--- src/rtl/conv_frame_writer_if.sv ---
// Stream-in / RAM-write-port bundle for conv_frame_writer.
//  master: frame controller + pixel source side (drives start, base_addr, in_valid, in_pixel)
//  slave : the writer itself (drives mem_we/mem_addr/mem_wdata, busy, frame_done, err_drop)
// Signals:
//  start, base_addr      arm one frame at the given frame-buffer base address
//  in_valid, in_pixel    convolution output stream, no backpressure
//  mem_we/addr/wdata     frame-buffer RAM write port
//  busy, frame_done      frame status towards the controller
//  err_drop              sticky flag: a pixel arrived outside a frame and was discarded
interface conv_frame_writer_if #(
  parameter int unsigned WORD_SIZE = 8,
  parameter int unsigned ADDR_W    = 19
);
  logic                 start;
  logic [ADDR_W-1:0]    base_addr;
  logic                 in_valid;
  logic [WORD_SIZE-1:0] in_pixel;
  logic                 mem_we;
  logic [ADDR_W-1:0]    mem_addr;
  logic [WORD_SIZE-1:0] mem_wdata;
  logic                 busy;
  logic                 frame_done;
  logic                 err_drop;

  modport master (
    output start, base_addr, in_valid, in_pixel,
    input  mem_we, mem_addr, mem_wdata, busy, frame_done, err_drop
  );

  modport slave (
    input  start, base_addr, in_valid, in_pixel,
    output mem_we, mem_addr, mem_wdata, busy, frame_done, err_drop
  );
endinterface

--- src/rtl/conv_frame_writer.sv ---
// Convolution output sink: writes each valid pixel of a frame, in raster order, to the
// frame-buffer RAM at base + y*OUT_W + x, where OUT_W x OUT_H is the valid-convolution size.
// Ports:
//  clk   clock, all logic on posedge
//  rst   synchronous, active-high reset
//  bus   conv_frame_writer_if slave modport (stream in, RAM write port, frame status)
// The address is a running counter seeded with base_addr, so no multiplier is needed; it wraps
// modulo 2^ADDR_W. All outputs are registered.
module conv_frame_writer #(
  parameter int unsigned WORD_SIZE  = 8,
  parameter int unsigned ROW_SIZE   = 540,
  parameter int unsigned ROW_COUNT  = 540,
  parameter int unsigned KERNEL_DIM = 3,
  parameter int unsigned ADDR_W     = 19
) (
  input logic                clk,
  input logic                rst,
  conv_frame_writer_if.slave bus
);

  localparam int unsigned OUT_W = ROW_SIZE - KERNEL_DIM + 1;
  localparam int unsigned OUT_H = ROW_COUNT - KERNEL_DIM + 1;
  localparam int unsigned XW    = (OUT_W > 1) ? $clog2(OUT_W) : 1;
  localparam int unsigned YW    = (OUT_H > 1) ? $clog2(OUT_H) : 1;

  localparam logic [XW-1:0] XLast = XW'(OUT_W - 1);
  localparam logic [YW-1:0] YLast = YW'(OUT_H - 1);

  typedef enum logic [1:0] {StIdle, StRun, StDone} state_e;

  state_e            state;
  logic [XW-1:0]     x;
  logic [YW-1:0]     y;
  logic [ADDR_W-1:0] addr;

  always_ff @(posedge clk) begin
    if (rst) begin
      state          <= StIdle;
      x              <= '0;
      y              <= '0;
      addr           <= '0;
      bus.mem_we     <= 1'b0;
      bus.mem_addr   <= '0;
      bus.mem_wdata  <= '0;
      bus.busy       <= 1'b0;
      bus.frame_done <= 1'b0;
      bus.err_drop   <= 1'b0;
    end else begin
      // Strobes default low; address/data hold their last values.
      bus.mem_we     <= 1'b0;
      bus.frame_done <= 1'b0;

      unique case (state)
        StIdle: begin
          if (bus.start) begin
            // Clearing wins over a pixel dropped in the same cycle.
            state        <= StRun;
            addr         <= bus.base_addr;
            x            <= '0;
            y            <= '0;
            bus.busy     <= 1'b1;
            bus.err_drop <= 1'b0;
          end else if (bus.in_valid) begin
            bus.err_drop <= 1'b1;
          end
        end

        StRun: begin
          if (bus.in_valid) begin
            bus.mem_we    <= 1'b1;
            bus.mem_addr  <= addr;
            bus.mem_wdata <= bus.in_pixel;
            addr          <= addr + 1'b1;
            if (x == XLast) begin
              x <= '0;
              if (y == YLast) begin
                // frame_done lands in the DONE cycle, alongside the final write strobe.
                y              <= '0;
                state          <= StDone;
                bus.frame_done <= 1'b1;
              end else begin
                y <= y + 1'b1;
              end
            end else begin
              x <= x + 1'b1;
            end
          end
        end

        StDone: begin
          state    <= StIdle;
          bus.busy <= 1'b0;
          if (bus.in_valid) begin
            bus.err_drop <= 1'b1;
          end
        end

        default: state <= StIdle;
      endcase
    end
  end

endmodule
--- src/flat_wrapper.sv ---
// flat-port wrapper written by rule: the top's interface ports become plain ports
module conv_frame_writer_flat 
#(
  parameter int unsigned WORD_SIZE  = 8,
  parameter int unsigned ROW_SIZE   = 540,
  parameter int unsigned ROW_COUNT  = 540,
  parameter int unsigned KERNEL_DIM = 3,
  parameter int unsigned ADDR_W     = 19
)
  (clk, rst, bus_start, bus_base_addr, bus_in_valid, bus_in_pixel, bus_mem_we, bus_mem_addr, bus_mem_wdata, bus_busy, bus_frame_done, bus_err_drop);
  conv_frame_writer_if #(.WORD_SIZE(WORD_SIZE), .ADDR_W(ADDR_W)) bus_i ();
  input logic clk;
  input logic rst;
  input wire logic [$bits(bus_i.start)-1:0] bus_start;
  input wire logic [$bits(bus_i.base_addr)-1:0] bus_base_addr;
  input wire logic [$bits(bus_i.in_valid)-1:0] bus_in_valid;
  input wire logic [$bits(bus_i.in_pixel)-1:0] bus_in_pixel;
  output wire logic [$bits(bus_i.mem_we)-1:0] bus_mem_we;
  output wire logic [$bits(bus_i.mem_addr)-1:0] bus_mem_addr;
  output wire logic [$bits(bus_i.mem_wdata)-1:0] bus_mem_wdata;
  output wire logic [$bits(bus_i.busy)-1:0] bus_busy;
  output wire logic [$bits(bus_i.frame_done)-1:0] bus_frame_done;
  output wire logic [$bits(bus_i.err_drop)-1:0] bus_err_drop;
  assign bus_i.start = bus_start;
  assign bus_i.base_addr = bus_base_addr;
  assign bus_i.in_valid = bus_in_valid;
  assign bus_i.in_pixel = bus_in_pixel;
  assign bus_mem_we = bus_i.mem_we;
  assign bus_mem_addr = bus_i.mem_addr;
  assign bus_mem_wdata = bus_i.mem_wdata;
  assign bus_busy = bus_i.busy;
  assign bus_frame_done = bus_i.frame_done;
  assign bus_err_drop = bus_i.err_drop;
  conv_frame_writer #(.WORD_SIZE(WORD_SIZE), .ROW_SIZE(ROW_SIZE), .ROW_COUNT(ROW_COUNT), .KERNEL_DIM(KERNEL_DIM), .ADDR_W(ADDR_W)) u_core (.clk(clk), .rst(rst), .bus(bus_i));
endmodule
--- config.mk ---
export PLATFORM = sky130hd
export DESIGN_NAME = conv_frame_writer_flat
export DESIGN_NICKNAME = d
export VERILOG_FILES = /design/src/rtl/conv_frame_writer_if.sv /design/src/rtl/conv_frame_writer.sv /design/src/flat_wrapper.sv
export SDC_FILE = /design/constraint.sdc
export NUM_CORES = 1
export LEC_CHECK = 0
export CAP_MARGIN = 20
export CORE_ASPECT_RATIO = 1.4
export CORE_MARGIN = 5
export CORE_UTILIZATION = 49
export CTS_BUF_LIST = sky130_fd_sc_hd__clkbuf_4
export DETAILED_ROUTE_END_ITERATION = 7
export GPL_ROUTABILITY_DRIVEN = 0
export HOLD_SLACK_MARGIN = 0.15
export PLACE_DENSITY = 0.76
export SKIP_LAST_GASP = 1
export SLEW_MARGIN = 0
export SYNTH_ARGS = -nofsm -noshare
export SYNTH_HDL_FRONTEND = slang
export SYNTH_SLANG_ARGS = --single-unit
--- constraint.sdc ---
create_clock -name clk -period 3.5 [get_ports clk]
set_input_delay 0.875 -clock clk [delete_from_list [all_inputs] [get_ports clk]]
set_output_delay 0.875 -clock clk [all_outputs]
set_load 0.01 [all_outputs]
== Word-level counts from Yosys, hierarchy flattened ==
Cells that the tools add are included.

* Output and inout bits: 31
* Word-level logic and storage cells: 57
* Bits in registers: 72

* Mux-type cells: 23
* Eq/ne operators: 8
* Reduce and logical (&&, ||, !) cells: 10
* Bitwise logic cells: 3
* $add $sub $neg: 3

{| class="wikitable"
|+ Operators with widths
! cell !! number
|-
| $mux W10 || 6
|-
| $pmux W10 S2 || 2
|-
| $mux W19 || 2
|-
| $pmux W19 S2 || 1
|-
| $add A10 B1 Y10 const B || 2
|-
| $eq A10 B10 Y1 const B || 2
|-
| $add A19 B1 Y19 const B || 1
|-
| $mux W2 || 4
|-
| $reduce_and A4 Y1 || 2
|-
| $mux W1 || 5
|-
| $ne A2 B1 Y1 const B || 2
|-
| $ne A2 B2 Y1 const B || 2
|-
| $pmux W1 S2 || 2
|-
| $pmux W2 S2 || 1
|-
| $reduce_and A2 Y1 || 2
|-
| $reduce_bool A2 Y1 || 2
|-
| $reduce_or A4 Y1 || 1
|-
| $not A1 Y1 || 3
|-
| $reduce_and A3 Y1 || 1
|-
| $eq A2 B1 Y1 const B || 1
|-
| $eq A2 B2 Y1 const B || 1
|-
| $logic_not A2 Y1 || 1
|-
| $reduce_or A2 Y1 || 1
|}

== Depth between registers and ports, before layout ==
Gate-level depths: netlist (run 1).

* Depth in word-level cells: 5
* Mapped depth: 8
* Mapped depth without buffers: 7

== Worst setup path before layout (run 1) ==
No wires, ideal clock.

* Kind: input to register
* From: input port bus_in_valid
* To: register u_core.addr[8]
* Stages on the path: 7
* Setup time: 0.128 ns
* Required time: 3.372 ns
* Arrival: 2.020 ns
* Path slack: 1.352 ns
* Cells stage by stage: mux2i_1 -> nor2_1 -> clkbuf_1 -> buf_1 -> o21ai_0 -> a2bb2oi_1 -> nor2_1

* Cells in the longest elaborated chain, start to end: 2

{| class="wikitable"
|+ Ends and longest elaborated chain
! element !! line !! source
|-
| start: declaration || flat_wrapper.sv:16 || <nowiki>input wire logic [$bits(bus_i.in_valid)-1:0] bus_in_valid;</nowiki>
|-
| $ne A2 B2 Y1 (no source line) || n/a ||
|-
| $reduce_and A3 Y1 (no source line) || n/a ||
|-
| end signal: assignment || conv_frame_writer.sv:58 || <nowiki>addr <= bus.base_addr;</nowiki>
|-
| end signal: assignment || conv_frame_writer.sv:73 || <nowiki>addr <= addr + 1'b1;</nowiki>
|-
| end: declaration || conv_frame_writer.sv:34 || <nowiki>logic [ADDR_W-1:0] addr;</nowiki>
|}

Every way passes these cells.
A chain may end at the register's enable or synchronous reset.

== Final worst setup path (run 1) ==
* From: input port bus_in_valid
* To: register u_core.x[6]

* Cells in the longest elaborated chain, start to end: 2

{| class="wikitable"
|+ Ends and longest elaborated chain
! element !! line !! source
|-
| $ne A2 B2 Y1 (no source line) || n/a ||
|-
| $reduce_and A3 Y1 (no source line) || n/a ||
|-
| end signal: assignment || conv_frame_writer.sv:85 || <nowiki>x <= x + 1'b1;</nowiki>
|-
| end: declaration || conv_frame_writer.sv:32 || <nowiki>logic [XW-1:0] x;</nowiki>
|}

Every way passes these cells.

==> results.py, run 1 <==
metrics = {
    "outcome": {
        "status": "finished clean",
    },
    "global_route": {
        "grt_pass1_wl_um": 14190,
        "grt_usage_pct": 20.95,
        "grt_max_degree": 29,
        "met2_usage_pct": 35.84,
        "gr-usage-met1_pct": 24.43,
        "antenna_found_initial": 0,
        "grt_use_met3_pct": 3.613,
        "gr-total-overflow": 0,
        "busiest_layer": "met2",
        "grt_pass1_vias": 3170,
    },
    "critical_path": {
        "crit_arrival_ns": 2.68,
        "cp_max_fo": 18,
        "end_kind": "register",
        "r2r_slack_ns": 1.19,
        "ff2ff_path_depth": 6,
        "start_kind": "input port",
        "crit_required_ns": 3.82,
        "timing.rr.start": "u_core.x[0]",
        "criticalPathCategory": "input port to register",
        "critPathMaxStageDelay_ns": 0.56,
        "path_cells": "clkdlybuf4s50_1, mux2i_1, or2_1, nor3_1, xnor2_1, nor2_1",
        "slowest_stage": "or2_1",
        "cp-startpoint": "bus_in_valid",
        "cp-endpoint": "u_core.x[6]",
        "r2r-end": "u_core.y[8]",
    },
    "drt": {
        "drtIter0Drc": 201,
        "wl_um": 8485,
        "ant_nets": 0,
        "vias_per_cell": 5.770,
        "post_drt_wl_per_cell_um": 15.46,
        "via_count": 3168,
        "drc_errors": 0,
        "dr.pass1.iters": 4,
    },
    "floorplan": {
        "die_h_um": 106.7,
        "die_area_mm2": 0.008435,
        "initial_core_util_pct": 49.81,
        "core_mm2": 0.006569,
        "num_rows": 35,
        "io_pins": 62,
        "die_x_um": 79.06,
    },
    "clock_network": {
        "holdBufCountCts": 0,
        "cts_buffers": 9,
        "root_buffer": "clkbuf_4",
        "cts_tree": "done",
        "ctsResizeCount": 0,
        "post_cts_buffers": 0,
        "htree_levels": 3,
        "clockBufferDepth": 2,
        "clkSlewWorstSetupHoldPaths_ns": 0.12,
        "clock_latency_ns": 0.43,
        "clock-sinks": 72,
    },
    "placement": {
        "dpl_worst_slack_ns": 0.6994,
        "io_buffers": 61,
        "hpwl_um": 5842,
        "dp_cells": 533,
    },
    "sta": {
        "post-route-min-period_ns": 2.364,
        "setup_tns_ns": 0,
        "hold_slack_ns": 0.4592,
        "drv_slew": 0,
        "slew_headroom_pct": 58.06,
        "maxClockFrequency_mhz": 423.1,
        "period_share_pct": 67.53,
        "worst_clock_skew_ns": 0.007382,
        "hold_viol_final": 0,
        "fin_ws_ns": 1.136,
        "setup_violations": 0,
        "rsz0062_at_grt": "no",
        "worst_pin_slew_ns": 0.6290,
    },
    "logic_synthesis": {
        "ys_types": 47,
        "ys_warn_count": 0,
        "synth_seq_cells": 72,
        "synth-xor-area-share_pct": 2.677,
        "synth_fp_nets": 451,
        "syn_inst": 415,
        "syn_area_mm2": 0.003272,
        "synth-compound-area-share_pct": 18.43,
        "synth_adder_area_share_pct": 1.912,
        "synthMuxAreaShare_pct": 1.530,
        "synthSimpleGateAreaFrac_pct": 27.46,
        "synth_top_family_by_area": "simple AND/OR/NAND/NOR gates",
        "avgSynthCellArea_um2": 7.884,
        "ys_seq_area_share_pct": 44.05,
    },
    "final_layout": {
        "nFillCells": 617,
        "drive_above_1_share_pct": 6.105,
        "synthToLayoutAreaGrowth_pct": 26.39,
        "fin_nets": 506,
        "layout_commonest_cell": "nand2_1",
        "fin_cells": 549,
        "fin_util_pct": 62.95,
        "final_cell_mix": "nand2_1 (82), dfxtp_1 (72), clkdlybuf4s50_1 (60)",
        "n_antenna_cell": 0,
    },
    "pwr": {
        "irDropWorstVdd_uv": 235.0,
        "powerDensity_mw_per_mm2": 443.8,
        "p_leak_nw": 1.471,
    },
    "flow_run": {
        "maxCapViolations": 0,
    },
    "worst_hold_path": {
        "min_path_type": "register to register",
    },
}
flip-flops by register name (all words and copies together), names as in the netlist:
register               flops
u_core.addr               19
u_core.bus.mem_addr       19
u_core.x                  10
u_core.y                  10
u_core.bus.mem_wdata       8
u_core.state               2
u_core.bus.busy            1
u_core.bus.err_drop        1
u_core.bus.frame_done      1
u_core.bus.mem_we          1
cells in the mapped netlist, drive strengths merged:
cell     count  area (um2)
nor4         4       25.02
nand3b       2       15.01
a31o         1       8.760
or2          2       12.51
o21a         1       7.510
or3          2       12.51
nand4        7       43.79
o311ai       2       17.52
a311oi       1       8.760
o211ai       2       15.01
clkbuf      20       75.07
xnor2        6       52.55
a32o         2       20.02
ha           5       62.56
nor2        40       150.1
o22ai        2       12.51
nor4b        1       8.760
buf          4       16.26
o41ai        3       26.28
mux2i        5       50.05
a21oi       47       235.2
nand3       18       90.09
nor3        11       66.32
inv         10       37.54
nand2       82       307.8
dfxtp       72        1441
or4          1       11.26
and4         1       8.760
a221oi       2       17.52
a32oi        1       8.760
o21ai       15       75.07
nand4b       1       8.760
xor2         4       35.03
a221o        5       50.05
and2         4       25.02
a2bb2oi      2       17.52
or4b         1       13.76
a31oi        4       25.02
nor2b        2       12.51
nand2b       1       6.260
o31ai        1       12.51
and3         8       50.05
nor3b        4       30.03
a211oi       6       45.04
stage by stage:
step | power (mW) | instance area, um2
global placement | 1.117 | 3934
detailed placement | 1.122 | 3934
floorplan | 1.024 | 3272
global route | 1.905 | 4135
CTS | 1.844 | 4135
finish | 1.835 | 4135
layer usage:
| layer | up-vias | wire length, um | part of all wire, % |
|---|---|---|---|
| li1 | 1570 | - | - |
| met1 | 1506 | 3738 | 44 |
| met2 | 73 | 4177 | 49 |
| met3 | 19 | 349 | 4.1 |
| met4 | 0 | 219 | 2.6 |
| met5 | - | 0 | 0 |
layout make-up:
type                       instances  area (um2)  area share (%)
tap                               74       92.59           2.239
timing repair buffer              68       658.1           15.92
inverter                          10       37.54          0.9077
clock buffer                       9       67.56           1.634
sequential                        72        1441           34.86
multi-input combinational        309        1704           41.21
clock inverter                     7       133.9           3.238
report_power, final:
group          total, mW  internal, mW  switching, mW  leakage, nW
registers          0.887         0.853         0.0340        0.586
logic              0.219         0.102          0.117        0.778
clock network      0.729         0.429          0.301        0.107
worst max-delay path, delay by kind of cell:
kind                   cells  cell delay (ns)
AND/OR/NAND/NOR            3             0.77
XOR/XNOR                   1             0.17
buffers and inverters      1             0.52
multiplexers               1             0.34
how the worst min path moves through the flow:
stage	depth (start not counted)	from	end	slack, ns
2_1_floorplan	2	u_core.addr[13]	u_core.bus.mem_addr[13]	0.44
4_1_cts	2	u_core.bus.mem_wdata[1]	u_core.bus.mem_wdata[1]	0.46
3_3_place_gp	2	u_core.bus.mem_wdata[7]	u_core.bus.mem_wdata[7]	0.44
5_1_grt	2	u_core.bus.mem_addr[11]	u_core.bus.mem_addr[11]	0.48
6_report	2	u_core.bus.mem_wdata[2]	u_core.bus.mem_wdata[2]	0.46
3_5_place_dp	2	u_core.bus.mem_wdata[2]	u_core.bus.mem_wdata[2]	0.45
cell families after synthesis:
group,Yosys count
AO/OA/AOI/OAI,97
XOR/XNOR,10
multiplexers,5
flip-flops,72
AND/OR/NAND/NOR,192
buffers and inverters,34
adder cells (fa/ha/maj),5
Note: power is estimated with default switching activity, not from simulation.
==> inputs of run 2 (changes only) <==
--- a/config.mk
+++ b/config.mk
@@ -13,7 +13,7 @@
 export DETAILED_ROUTE_END_ITERATION = 7
 export GPL_ROUTABILITY_DRIVEN = 0
 export HOLD_SLACK_MARGIN = 0.15
-export PLACE_DENSITY = 0.76
+export PLACE_DENSITY = 0.79
 export SKIP_LAST_GASP = 1
 export SLEW_MARGIN = 0
 export SYNTH_ARGS = -nofsm -noshare
==> constraint.sdc (replaced) <==
create_clock -name clk -period 2 [get_ports clk]
set_input_delay 0.5 -clock clk [delete_from_list [all_inputs] [get_ports clk]]
set_output_delay 0.5 -clock clk [all_outputs]
set_load 0.01 [all_outputs]
==> run 2 against run 1 <==
  * The flow now finishes with violations (negative setup slack)
  * Clock-buffer cell count did not move
  * Setup slack got worse by 1.3 ns
  * Core utilization rose by 3.6 points
  * Sequential power rose by 75%
  * Sequential share of layout area fell by 1.8 points
  * Register-to-register slack got worse by 1.3 ns
  * Final area rose by 5.8%
  * First-iteration DRC count rose by 68%
  * Sequential cell count did not move
==> results.py, run 2 (synthesis results as in run 1) <==
metrics = {
    "outcome": {
        "status": "finished, violations left",
        "violations": "negative setup slack",
    },
    "clock_network": {
        "root_buffer": "clkbuf_4",
        "cts_buffers": 9,
        "holdBufCountCts": 0,
        "htree_levels": 3,
        "clock-sinks": 72,
        "clock_latency_ns": 0.43,
        "clockBufferDepth": 2,
        "clkSlewWorstSetupHoldPaths_ns": 0.12,
        "cts_tree": "done",
    },
    "global_route": {
        "grt_usage_pct": 21.68,
        "grt_max_degree": 29,
        "antenna_found_initial": 0,
        "gr-total-overflow": 0,
        "grt_pass1_vias": 3310,
        "grt_pass1_wl_um": 14740,
    },
    "floorplan": {
        "core_mm2": 0.006569,
        "die_x_um": 79.06,
        "initial_core_util_pct": 49.81,
        "die_h_um": 106.7,
        "num_rows": 35,
        "die_area_mm2": 0.008435,
        "io_pins": 62,
    },
    "critical_path": {
        "crit_arrival_ns": 2.45,
        "timing.rr.start": "u_core.x[1]",
        "start_kind": "register",
        "r2r_slack_ns": -0.13,
        "crit_required_ns": 2.33,
        "ff2ff_path_depth": 7,
        "cp_max_fo": 6,
        "r2r-end": "u_core.y[5]",
        "end_kind": "register",
        "criticalPathCategory": "register to register",
    },
    "pwr": {
        "p_leak_nw": 1.615,
        "irDropWorstVdd_uv": 403.0,
        "powerDensity_mw_per_mm2": 659.5,
    },
    "drt": {
        "via_count": 3326,
        "dr.pass1.iters": 4,
        "ant_nets": 0,
        "wl_um": 8689,
        "drc_errors": 0,
        "drtIter0Drc": 337,
        "vias_per_cell": 5.764,
        "post_drt_wl_per_cell_um": 15.06,
    },
    "sta": {
        "worst_clock_skew_ns": 0.02248,
        "slew_headroom_pct": 60.42,
        "setup_violations": 20,
        "post-route-min-period_ns": 2.127,
        "maxClockFrequency_mhz": 470.2,
        "drv_slew": 0,
        "period_share_pct": 106.3,
        "hold_viol_final": 0,
        "worst_pin_slew_ns": 0.5937,
        "fin_ws_ns": -0.1267,
        "rsz0062_at_grt": "yes",
    },
    "final_layout": {
        "layout_commonest_cell": "nand2_1",
        "synthToLayoutAreaGrowth_pct": 33.69,
        "n_antenna_cell": 0,
        "nFillCells": 579,
        "final_cell_mix": "nand2_1 (80), dfxtp_1 (70), clkdlybuf4s50_1 (61)",
        "fin_util_pct": 66.59,
        "drive_above_1_share_pct": 12.92,
        "largestRegisters": "u_core.addr (19), u_core.bus.mem_addr (19)",
        "fin_nets": 534,
    },
    "worst_hold_path": {
        "holdCritStartpoint": "u_core.bus.mem_addr[2]",
        "min_to": "u_core.bus.mem_addr[2]",
        "min_path_type": "register to register",
        "holdPathStages": 2,
    },
    "placement": {
        "dpl_worst_slack_ns": -0.1180,
        "io_buffers": 61,
        "hpwl_um": 6202,
    },
    "flow_run": {
        "maxCapViolations": 0,
    },
}
-- run 2: cell count changes in the layout (fill, tap and decap cells not counted), sizes merged --
cell,before,now
clkinv,3,4
clkdlybuf4s50,60,61
clkinvlp,0,2
buf,8,35
bufinv,4,1
-- run 2: worst max-delay path, stage by stage, from the launching register on --
cell	delay, ns
dfxtp_2	0.34
inv_2	0.06
ha_4	0.11
or4b_4	0.46
buf_4	0.16
o41ai_4	0.34
a21oi_2	0.17
a221o_1	0.38
-- run 2: worst max-delay path by stage --
stage	startpoint	endpoint	slack (ns)	depth (start not counted)
2_1_floorplan	u_core.x[1]	u_core.y[8]	-0.06	7
3_3_place_gp	u_core.x[1]	u_core.y[7]	-0.07	6
3_5_place_dp	bus_in_valid	u_core.x[1]	-0.12	7
4_1_cts	u_core.x[1]	u_core.y[8]	-0.1	7
5_1_grt	u_core.x[1]	u_core.y[8]	-0.19	7
6_report	u_core.x[1]	u_core.y[5]	-0.13	7
-- run 2: per-stage QoR --
step	std cells	hold WS (ns)	TNS (ns)	instance area (um2)	power, mW
after global placement	558	0.4408	-0.8368	4141	1.990
after CTS	574	0.4604	-0.8383	4305	2.883
after global routing	577	0.4799	-3.128	4374	3.023
after floorplan	415	0.4448	-0.08323	3274	1.794
final	577	0.4567	-1.648	4374	2.885
after detailed placement	558	0.4465	-1.843	4141	2.001
-- run 2: area by class of cell --
type / instances / area, um2 / share of cell area [%]
clock buffer: 9 / 67.56 / 1.545
clock inverter: 7 / 62.56 / 1.430
inverter: 10 / 37.54 / 0.8581
multi-input combinational: 309 / 1773 / 40.53
sequential: 72 / 1444 / 33.01
tap: 74 / 92.59 / 2.117
timing repair buffer: 96 / 897.1 / 20.51
-- run 2: metal layers --
metal	vias up	part of all wire [%]	GRT usage (%)
met1	1548	41	24.89
met2	113	50	37.71
li1	1634	-	-
met5	-	0	0
met3	31	5.5	3.866
met4	0	3.6	11.55
-- run 2: report_power, final --
group	internal [mW]	switching, mW
combinational	0.226	0.224
clock	0.368	0.515
sequential	1.49	0.0602
total	2.09	0.799
-- run 2: what timing repair did --
item                       4_1_cts  5_1_grt
gates resized for setup          7        9
pin swaps                        3        1
buffers inserted                 0        2
cloned                           0        1
setup endpoints to repair       19       21
==> inputs of run 3 (changes only) <==
--- a/config.mk
+++ b/config.mk
@@ -6,14 +6,16 @@
 export NUM_CORES = 1
 export LEC_CHECK = 0
 export CAP_MARGIN = 20
+export CELL_PAD_IN_SITES_DETAIL_PLACEMENT = 1
+export CELL_PAD_IN_SITES_GLOBAL_PLACEMENT = 1
 export CORE_ASPECT_RATIO = 1.4
 export CORE_MARGIN = 5
-export CORE_UTILIZATION = 49
+export CORE_UTILIZATION = 35
 export CTS_BUF_LIST = sky130_fd_sc_hd__clkbuf_4
 export DETAILED_ROUTE_END_ITERATION = 7
 export GPL_ROUTABILITY_DRIVEN = 0
 export HOLD_SLACK_MARGIN = 0.15
-export PLACE_DENSITY = 0.79
+export PLACE_DENSITY_LB_ADDON = 0.1
 export SKIP_LAST_GASP = 1
 export SLEW_MARGIN = 0
 export SYNTH_ARGS = -nofsm -noshare
==> run 3 against run 2 <==
  * The flow still finishes with violations (negative setup slack)
  * Sequential cell count unchanged
  * Clock skew down 0.0071 ns
  * Worst hold slack better by 0.0028 ns
  * Total power up 1.7%
  * Critical endpoint is now u_core.y[8]
  * Via count down 1.9%
  * Clock power up 5.0%
  * Fmax up 3.1%
  * Combinational power up 2%
  * Register-to-register slack better by 0.06 ns
  * Largest cell class unchanged
  * Global-route usage down 3.7 points
  * Wire length up 14%
  * Critical path type unchanged
  * Final area up 0.97%
==> results.py, run 3 (synthesis results as in run 1) <==
metrics = {
    "outcome": {
        "status": "finished, violations left",
        "violations": "negative setup slack",
    },
    "critical_path": {
        "crit_arrival_ns": 2.41,
        "critPathMaxStageDelay_ns": 0.53,
        "end_kind": "register",
        "start_kind": "register",
        "slowest_stage": "or4_4",
        "cp_max_fo": 3,
        "crit_required_ns": 2.35,
        "criticalPathCategory": "register to register",
        "path_cells": "inv_2, ha_4, or4b_4, or4_4, nor3_4, nand2_1, o31ai_2",
    },
    "drt": {
        "dr.pass1.iters": 4,
        "drc_errors": 0,
        "vias_per_cell": 5.348,
        "wl_um": 9864,
        "drtIter0Drc": 136,
        "via_count": 3262,
        "ant_nets": 0,
        "post_drt_wl_per_cell_um": 16.17,
    },
    "clock_network": {
        "clkSlewWorstSetupHoldPaths_ns": 0.11,
        "cts_tree": "done",
        "cts_buffers": 9,
        "post_cts_buffers": 0,
        "clock_latency_ns": 0.43,
        "clock-sinks": 72,
        "htree_levels": 3,
        "holdBufCountCts": 0,
        "root_buffer": "clkbuf_4",
        "clockBufferDepth": 2,
    },
    "global_route": {
        "grt_max_degree": 36,
        "grt_usage_pct": 17.95,
        "grt_pass1_vias": 3474,
        "grt_pass1_wl_um": 16460,
        "gr-total-overflow": 0,
        "antenna_found_initial": 0,
    },
    "final_layout": {
        "final_cell_mix": "nand2_1 (82), dfxtp_1 (70), clkdlybuf4s50_1 (60)",
        "nFillCells": 1118,
        "drive_above_1_share_pct": 13.12,
        "synthToLayoutAreaGrowth_pct": 34.99,
        "fin_util_pct": 48.64,
        "fin_nets": 534,
        "n_antenna_cell": 0,
        "largestRegisters": "u_core.addr (19), u_core.bus.mem_addr (19)",
        "layout_commonest_cell": "nand2_1",
    },
    "floorplan": {
        "io_pins": 62,
        "core_mm2": 0.009080,
        "initial_core_util_pct": 36.03,
        "die_area_mm2": 0.01141,
        "die_x_um": 91.72,
        "num_rows": 41,
        "die_h_um": 124.4,
    },
    "sta": {
        "slew_headroom_pct": 73.33,
        "maxClockFrequency_mhz": 484.8,
        "rsz0062_at_grt": "yes",
        "hold_viol_final": 0,
        "drv_slew": 0,
        "post-route-min-period_ns": 2.063,
        "fin_ws_ns": -0.06263,
        "period_share_pct": 103.1,
        "setup_violations": 8,
        "worst_clock_skew_ns": 0.01537,
        "worst_pin_slew_ns": 0.3993,
    },
    "flow_run": {
        "maxCapViolations": 0,
    },
    "worst_hold_path": {
        "min_path_type": "register to register",
    },
    "pwr": {
        "powerDensity_mw_per_mm2": 664.6,
        "power.switching_uw": 797.6,
        "p_int_mw": 2.138,
        "power_switching_share_pct": 27.17,
        "p_leak_nw": 1.604,
        "pwr-share-clk_pct": 31.6,
        "irDropWorstVdd_uv": 500.7,
        "share_comb_of_total_power_pct": 15.5,
        "seq_power_share_pct": 52.9,
    },
    "placement": {
        "hpwl_um": 7195,
        "io_buffers": 61,
        "dpl_worst_slack_ns": -0.1822,
    },
}
## run 3: timing repair
action                     4_1_cts  5_1_grt
gates cloned                     0        0
pin swaps                        2        1
setup endpoints to repair       20       10
resized for setup                7        3
## run 3: worst paths after layout
check / startpoint / endpoint / slack, ns / depth (start not counted)
min reg2reg: u_core.bus.mem_addr[1] / u_core.bus.mem_addr[1] / 0.46 / 2
min: u_core.bus.mem_addr[1] / u_core.bus.mem_addr[1] / 0.46 / 2
max reg2reg: u_core.x[1] / u_core.y[8] / -0.06 / 7
max: u_core.x[1] / u_core.y[8] / -0.06 / 7
## run 3: power groups by stage
stage	clock (mW)	sequential, mW	combinational [mW]
5_1_grt	1.04	1.56	0.499
3_3_place_gp	0	1.58	0.440
2_1_floorplan	0	1.58	0.216
4_1_cts	0.966	1.55	0.461
6_report	0.927	1.55	0.456
3_5_place_dp	0	1.58	0.448
## run 3: layer usage
layer / GRT usage, % / vias up / share of wire (%)
li1: - / 1620 / -
met1: 19.45 / 1548 / 41
met2: 32.29 / 70 / 52
met3: 3.142 / 24 / 3.4
met4: 10.15 / 0 / 3.0
met5: 0 / - / 0
## run 3: through the flow
step	power (mW)	hold slack, ns	area, um2	setup TNS, ns	instances
after global routing	3.102	0.4340	4417	-0.8613	610
final	2.935	0.4594	4417	-0.3067	610
after global placement	2.022	0.4417	4225	-1.090	594
after detailed placement	2.032	0.4470	4225	-3.105	594
after CTS	2.979	0.4280	4403	-0.3528	610
after floorplan	1.794	0.4448	3274	-0.08323	415
## run 3: worst max-delay path: cells and delay by family, from the launching register on
kind / cells / cell delay [ns]
compound gates: 1 / 0.18
flops: 1 / 0.34
fa+ha+maj: 1 / 0.11
buf+inv: 1 / 0.06
simple gates: 4 / 1.31
## run 3: layout make-up
class                           instances  area [um2]  area share [%]
Timing Repair Buffer                   96       913.4           20.68
Clock inverter                          4       45.04           1.020
Sequential cell                        72        1444           32.69
Tap cell                              107       133.9           3.031
Inverter                               10       37.54          0.8499
Clock buffer                           12       90.09           2.040
Multi-Input combinational cell        309        1753           39.69
